--- config.mk ---
export PLATFORM = sky130hd
export DESIGN_NAME = sync_frame_receiver
export DESIGN_NICKNAME = d
export VERILOG_FILES = /design/src/rtl/sync_frame_receiver.sv
export SDC_FILE = /design/constraint.sdc
export NUM_CORES = 1
export LEC_CHECK = 0
export CAP_MARGIN = 10
export CELL_PAD_IN_SITES_DETAIL_PLACEMENT = 1
export CELL_PAD_IN_SITES_GLOBAL_PLACEMENT = 2
export CORE_MARGIN = 2
export CORE_UTILIZATION = 41
export DETAILED_ROUTE_END_ITERATION = 12
export DONT_BUFFER_PORTS = 1
export HOLD_SLACK_MARGIN = 0.06
export PLACE_DENSITY = 0.83
export SLEW_MARGIN = 20
export SYNTH_ARGS = -nofsm -noshare
export SYNTH_HDL_FRONTEND = slang
export SYNTH_SLANG_ARGS = --single-unit
--- constraint.sdc ---
create_clock -name clk -period 6.65 [get_ports clk]
set_clock_uncertainty 0.05 [all_clocks]
set_input_delay 1.33 -clock clk [delete_from_list [all_inputs] [get_ports clk]]
set_output_delay 1.33 -clock clk [all_outputs]
set_load 0.02 [all_outputs]
--- src/rtl/sync_frame_receiver.sv ---
// Deframes HEADER,P0..P6,CHK byte streams into a validated 52-bit time/date sync word.
// Bad checksum, out-of-range fields and inter-byte timeouts are reported as error pulses.
module sync_frame_receiver #(
  parameter logic [7:0]  HEADER         = 8'hA5,
  parameter int unsigned TIMEOUT_CYCLES = 1_000_000
) (
  input  logic        clk,
  input  logic        reset,
  input  logic [7:0]  rx_data,
  input  logic        rx_valid,
  output logic [51:0] sync_buffer,
  output logic        sync,
  output logic        frame_err,
  output logic [1:0]  err_code,
  output logic        busy
);

  localparam int unsigned CntW = $clog2(TIMEOUT_CYCLES + 1);

  typedef enum logic [1:0] {StIdle, StPayload, StChk, StEval} state_e;

  state_e            state_q, state_d;
  logic [2:0]        idx_q, idx_d;
  logic [55:0]       payload_q, payload_d;
  logic [7:0]        xor_q, xor_d;
  logic              chk_ok_q, chk_ok_d;
  logic [CntW-1:0]   cnt_q, cnt_d;
  logic [51:0]       sync_buffer_q, sync_buffer_d;
  logic              sync_q, sync_d;
  logic              frame_err_q, frame_err_d;
  logic [1:0]        err_code_q, err_code_d;
  logic              expired;
  logic              range_ok;

  function automatic logic is_bcd(input logic [7:0] b);
    return (b[7:4] <= 4'd9) && (b[3:0] <= 4'd9);
  endfunction

  function automatic logic in_range(input logic [7:0] b, input logic [7:0] lo,
                                    input logic [7:0] hi);
    return is_bcd(b) && (b >= lo) && (b <= hi);
  endfunction

  // BCD values compare correctly as plain hex, so bounds are written in BCD.
  assign range_ok = in_range(payload_q[7:0],   8'h00, 8'h99) &&
                    in_range(payload_q[15:8],  8'h01, 8'h12) &&
                    in_range(payload_q[23:16], 8'h01, 8'h31) &&
                    in_range(payload_q[31:24], 8'h00, 8'h23) &&
                    in_range(payload_q[39:32], 8'h00, 8'h59) &&
                    in_range(payload_q[47:40], 8'h00, 8'h59) &&
                    in_range(payload_q[55:48], 8'h00, 8'h06);

  assign expired = (cnt_q == CntW'(TIMEOUT_CYCLES - 1));

  always_comb begin
    state_d       = state_q;
    idx_d         = idx_q;
    payload_d     = payload_q;
    xor_d         = xor_q;
    chk_ok_d      = chk_ok_q;
    cnt_d         = cnt_q;
    sync_buffer_d = sync_buffer_q;
    sync_d        = 1'b0;
    frame_err_d   = 1'b0;
    err_code_d    = err_code_q;
    unique case (state_q)
      StIdle: begin
        if (rx_valid && rx_data == HEADER) begin
          state_d = StPayload;
          idx_d   = 3'd0;
          xor_d   = 8'h00;
          cnt_d   = '0;
        end
      end
      StPayload: begin
        if (rx_valid) begin
          payload_d[{idx_q, 3'b000} +: 8] = rx_data;
          xor_d = xor_q ^ rx_data;
          cnt_d = '0;
          if (idx_q == 3'd6) state_d = StChk;
          else               idx_d   = idx_q + 3'd1;
        end else if (expired) begin
          state_d     = StIdle;
          frame_err_d = 1'b1;
          err_code_d  = 2'd3;
        end else begin
          cnt_d = cnt_q + CntW'(1);
        end
      end
      StChk: begin
        if (rx_valid) begin
          chk_ok_d = (rx_data == xor_q);
          cnt_d    = '0;
          state_d  = StEval;
        end else if (expired) begin
          state_d     = StIdle;
          frame_err_d = 1'b1;
          err_code_d  = 2'd3;
        end else begin
          cnt_d = cnt_q + CntW'(1);
        end
      end
      StEval: begin
        // Any byte arriving here is dropped, including a HEADER.
        state_d = StIdle;
        if (!chk_ok_q) begin
          frame_err_d = 1'b1;
          err_code_d  = 2'd1;
        end else if (!range_ok) begin
          frame_err_d = 1'b1;
          err_code_d  = 2'd2;
        end else begin
          sync_buffer_d = {payload_q[51:48], payload_q[47:0]};
          sync_d        = 1'b1;
          err_code_d    = 2'd0;
        end
      end
      default: state_d = StIdle;
    endcase
  end

  always_ff @(posedge clk or posedge reset) begin
    if (reset) begin
      state_q       <= StIdle;
      idx_q         <= 3'd0;
      payload_q     <= '0;
      xor_q         <= 8'h00;
      chk_ok_q      <= 1'b0;
      cnt_q         <= '0;
      sync_buffer_q <= '0;
      sync_q        <= 1'b0;
      frame_err_q   <= 1'b0;
      err_code_q    <= 2'd0;
    end else begin
      state_q       <= state_d;
      idx_q         <= idx_d;
      payload_q     <= payload_d;
      xor_q         <= xor_d;
      chk_ok_q      <= chk_ok_d;
      cnt_q         <= cnt_d;
      sync_buffer_q <= sync_buffer_d;
      sync_q        <= sync_d;
      frame_err_q   <= frame_err_d;
      err_code_q    <= err_code_d;
    end
  end

  assign sync_buffer = sync_buffer_q;
  assign sync        = sync_q;
  assign frame_err   = frame_err_q;
  assign err_code    = err_code_q;
  assign busy        = (state_q != StIdle);

endmodule
Word-level counts from Yosys, hierarchy flattened
Index checks and enable logic that the tools add are counted.
Storage, ports and cells
  output and inout bits: 57
  input bits: 11
  word-level logic and storage cells: 131
  register bits: 146
Operators by class
  reductions and logical operators: 42
  shift operators: 2
  add/sub/neg operators: 3
  $lt $le $gt $ge: 28
  eq/ne operators: 14
  bitwise gates (word level): 1
  mux-type cells: 31
Operators by type and width (count)
  $mux 20: 3
  $bwmux 56: 1
  $ge 8x1->1 const B: 7
  $le 4x4->1 const B: 14
  $shift 8x8->56 const A: 1
  $shiftx 8x8->56: 1
  $pmux 20 s2: 1
  $logic_and 1x1->1: 28
  $add 20x1->20 const B: 1
  $eq 20x20->1 const B: 1
  $mux 2: 9
  $le 8x6->1 const B: 2
  $le 8x7->1 const B: 2
  $mux 8: 2
  $pmux 8 s2: 1
  $reduce_and 3->1: 4
  $mux 3: 3
  $eq 8x8->1: 1
  $eq 8x8->1 const B: 1
  $le 8x3->1 const B: 1
  $le 8x5->1 const B: 1
  $le 8x8->1 const B: 1
  $ne 2x2->1 const B: 4
  $neg 6->8: 1
  17 further kinds: 30

Longest topological paths before layout
  depth in word-level cells: 13
  gate-level depth with buffers: 9
  depth with buffers taken out: 7

Worst setup path after synthesis
No wires, ideal clock.
  kind: in2reg
  start: input port rx_data[4]
  end: register cnt_q[10]
  required time: 6.522 ns
  stages on the path: 5
  arrival: 2.759 ns
  buffers on the path: 0
  setup time: 0.078 ns
  slack: 3.763 ns
  path through: or2_1 > o32ai_4 > o21ai_2 > or4_1 > a21oi_1
On the way
  cells in the longest elaborated chain, start to end: 4
RTL lines
  start, declared: RTL line 9  | input logic [7:0] rx_data,
  $eq 8x8->1: RTL line 68  | if (rx_valid && rx_data == HEADER) begin
  $logic_and 1x1->1: RTL line 68
  $ne 2x2->1 (no source line)
  $reduce_and 3->1 (no source line)
  end signal, assigned: RTL line 140  | cnt_q <= cnt_d;
  end, declared: RTL line 27  | logic [CntW-1:0] cnt_q, cnt_d;
No other way between the ends.
A chain may end at the register's enable or synchronous reset.

Final worst setup path
  start: register state_q[1]
  end: output port busy
On the way
  cells in the longest elaborated chain, start to end: 1
RTL lines
  start, declared: RTL line 22  | state_e state_q, state_d;
  start signal, assigned: RTL line 124  | state_q <= StIdle;
  start signal, assigned: RTL line 135  | state_q <= state_d;
  $reduce_bool 2->1: RTL line 152  | assign busy = (state_q != StIdle);
  end, declared: RTL line 15  | output logic busy
No other way between the ends.

==> run_results.csv <==
group,metric,value,unit
clock_network,path_clk_slew,0.06,ns
clock_network,cts_buffers,17,
detailed_routing,wl_per_cell,19.9,microns
logic_synthesis,synth_cells,621,
clock_network,cts_buffer_depth,2,
grt,grt_use_total,0.210,
grt,grt_max_degree,98,
final_layout,final_layout_size_suffix_gt1_frac,0.108,
worst_setup_path,crit_required,5.27,ns
worst_setup_path,critPathKind,"register to output pin",
grt,grt_use_met1,0.270,
status,status,"complete, no violations",
sta,hold_viol_final,0,
grt,grt_pass1_wl,27.2,mm
worst_setup_path,worst_setup_path_start_kind,"register",
floorplan,dieArea,17200,sq um
clock_network,ctsResizeCount,0,
logic_synthesis,synthXorXnorAreaFrac,0.00927,
worst_setup_path,worstSetupEndpointType,"output pin",
logic_synthesis,yosys.area_share.simple,0.168,
floorplan,fp.dieW,131,microns
clock_network,h-tree-depth,4,
final_layout,final_util,0.466,
clock_network,cts_hold_buf,0,
detailed_routing,dr.first_iter.drc_count,274,
placed_design,dp_hpwl,11.5,mm
detailed_routing,first_pass_iters,4,
grt,grt_pass1_vias,4908,
final_layout,areaGrowthSynthToFinish,11.5,%
power,vdd_drop_max,209,uV
logic_synthesis,yosysWarnings,0,
sta,setup_viol,0,
clock_network,numClockSinks,146,
placed_design,io_buffers,0,
sta,tightest_slew,0.862,ns
logic_synthesis,synth.mux.area_fraction,0.100,
sta,finalSetupTns,0,ns
clock_network,root_buffer,"clkbuf_16",
grt,antenna_found_initial,0,
logic_synthesis,synth-compound-area-share,0.111,
grt,gr-max-usage-layer,"met2",
final_layout,fillers,1702,
flow_run,maxCapViolCount,0,
floorplan,die_y,131,microns
sta,fmax,343,MHz
grt,use_met2,0.342,
worst_setup_path,worstPathArrival,1.53,ns
logic_synthesis,synth_nets,643,
floorplan,coreArea,15800,sq um
sta,maxSlewHeadroom,0.426,
logic_synthesis,synthTopCellsByArea,"dfrtp_1 55%, mux2_1 6.1%, o21ai_0 6.1%, nand2_1 4.1%, mux2_2 3.9%",
clock_network,cts_tree,"yes",
floorplan,initial_core_util,0.418,
worst_setup_path,crit_fanout,6,
grt,met3_usage,0.0574,
min_path,min_path_type,"register to register",
detailed_routing,vias,4713,
power,p_total,2.70,mW
logic_synthesis,ys_seq_area_frac,0.553,
sta,drv_slew,0,
power,power_leakage,3.33,nW
logic_synthesis,synth_adder_area_share,0.0208,
detailed_routing,vias_per_cell,5.58,
power,powerDensity,366,nW/um^2
floorplan,fp-row-count,46,
detailed_routing,postRouteWirelength,16.8,mm
sta,period_share,0.438,
floorplan,num_io_pins,68,
logic_synthesis,synth_top_area_share,0.553,
sta,period_needed,2.91,ns
logic_synthesis,synth_cell_types,56,
logic_synthesis,synth_flop_cell,"dfrtp_1",
logic_synthesis,synth_top_area_cell,"dfrtp_1",
logic_synthesis,netlist_area,6610,sq um
clock_network,post_cts_buffers,0,
sta,rsz0062_at_grt,"false",
logic_synthesis,synth_edf_count,0,
detailed_routing,ant_nets,0,
placed_design,gp_congestion,0.796,
logic_synthesis,ys_seq_elements,146,
logic_synthesis,syn_avg_cell_area,10.6,sq um
logic_synthesis,ys_async_sr_fraction,1.00,
logic_synthesis,synth_common_cells,"146 x dfrtp_1, 80 x o21ai_0, 73 x nand2_1",
detailed_routing,drc,0,
logic_synthesis,synth_top_family_by_area,"simple AND/OR/NAND/NOR gates",
grt,grt_remaining_overflow,0,
logic_synthesis,yosysMostFrequentCell,"dfrtp_1",
clock_network,insertion_delay,0.43,ns
final_layout,diodes,0,
final_layout,finalNetCount,638,
## sequential cells by signal, summed over array words and instances (netlist names)
name / count
payload_q: 56
sync_buffer: 52
cnt_q: 20
xor_q: 8
idx_q: 3
err_code: 2
state_q: 2
chk_ok_q: 1
frame_err: 1
sync: 1
## path summary, 6_finish.rpt
| check | from | endpoint | slack, ns | depth (start not counted) |
|---|---|---|---|---|
| min in group asynchronous | reset | sync_buffer[21] | 0.89 | 1 |
| setup / recovery | state_q[1] | busy | 3.74 | 3 |
| setup reg to reg | state_q[0] | cnt_q[16] | 3.93 | 7 |
| hold reg to reg | payload_q[14] | payload_q[14] | 0.43 | 2 |
| hold / removal | payload_q[14] | payload_q[14] | 0.43 | 2 |
| max in group asynchronous | reset | payload_q[13] | 4.45 | 2 |
## logic make-up after synthesis
| kind of cell | Yosys count |
|---|---|
| multiplexers | 59 |
| flip-flops | 146 |
| buffers and inverters | 61 |
| adder cells (fa/ha/maj) | 11 |
| AND/OR/NAND/NOR | 212 |
| XOR/XNOR | 7 |
| AO/OA/AOI/OAI | 125 |
## power breakdown
group	internal, mW	switching [mW]	leakage (nW)
Sequential	1.02	0.127	1.94
Combinational	0.220	0.403	1.13
Clock	0.535	0.389	0.258
## stage by stage
stage | setup slack [ns] | hold slack, ns | cells | cell area [sq um]
after floorplan | 1.35 | 0.393 | 621 | 6610
after global placement | 3.41 | 0.412 | 813 | 6800
after detailed placement | 3.33 | 0.424 | 813 | 6800
after CTS | 3.71 | 0.437 | 845 | 7370
after global routing | 3.66 | 0.468 | 845 | 7370
final | 3.74 | 0.433 | 845 | 7370
## layout make-up
type,instances,area (sq um),share of cell area
well taps,216,270,0.0366
inverters,32,125,0.0170
repair buffers,5,37.5,0.00509
clock inverters,11,106,0.0144
clock buffers,21,460,0.0624
multi-input cells,414,2720,0.369
flip-flops and latches,146,3650,0.495
## cells in the final DEF (no fill, tap or decap), types with 3 or more instances in the layout
cell type,instances
nor3_1,4
and3_1,3
nand2_1,73
a21oi_1,16
clkbuf_16,17
nor4_1,5
nand3_1,31
nor4b_1,4
ha_1,11
o22ai_1,3
nand4_1,13
dfrtp_1,146
o21ai_0,80
clkinvlp_4,6
or3_1,6
nand2b_1,6
nor2_1,25
o31ai_1,6
mux2_1,36
buf_4,5
xor2_1,5
mux2_2,23
inv_1,30
nor2b_1,5
or4_1,4
and2_1,17
and4_1,4
## critical path, cell delays in order, from the launching register on
cell and delay (ns):
dfrtp_1 0.41, inv_1 0.12, ha_1 0.33, inv_1 0.23
## routing by layer
layer | share of wire | vias to the layer above
li1 | - | 2174
met1 | 0.44 | 2435
met2 | 0.49 | 85
met3 | 0.053 | 19
met4 | 0.015 | 0
met5 | 0 | -
Note: power is estimated with default switching activity, not from simulation.
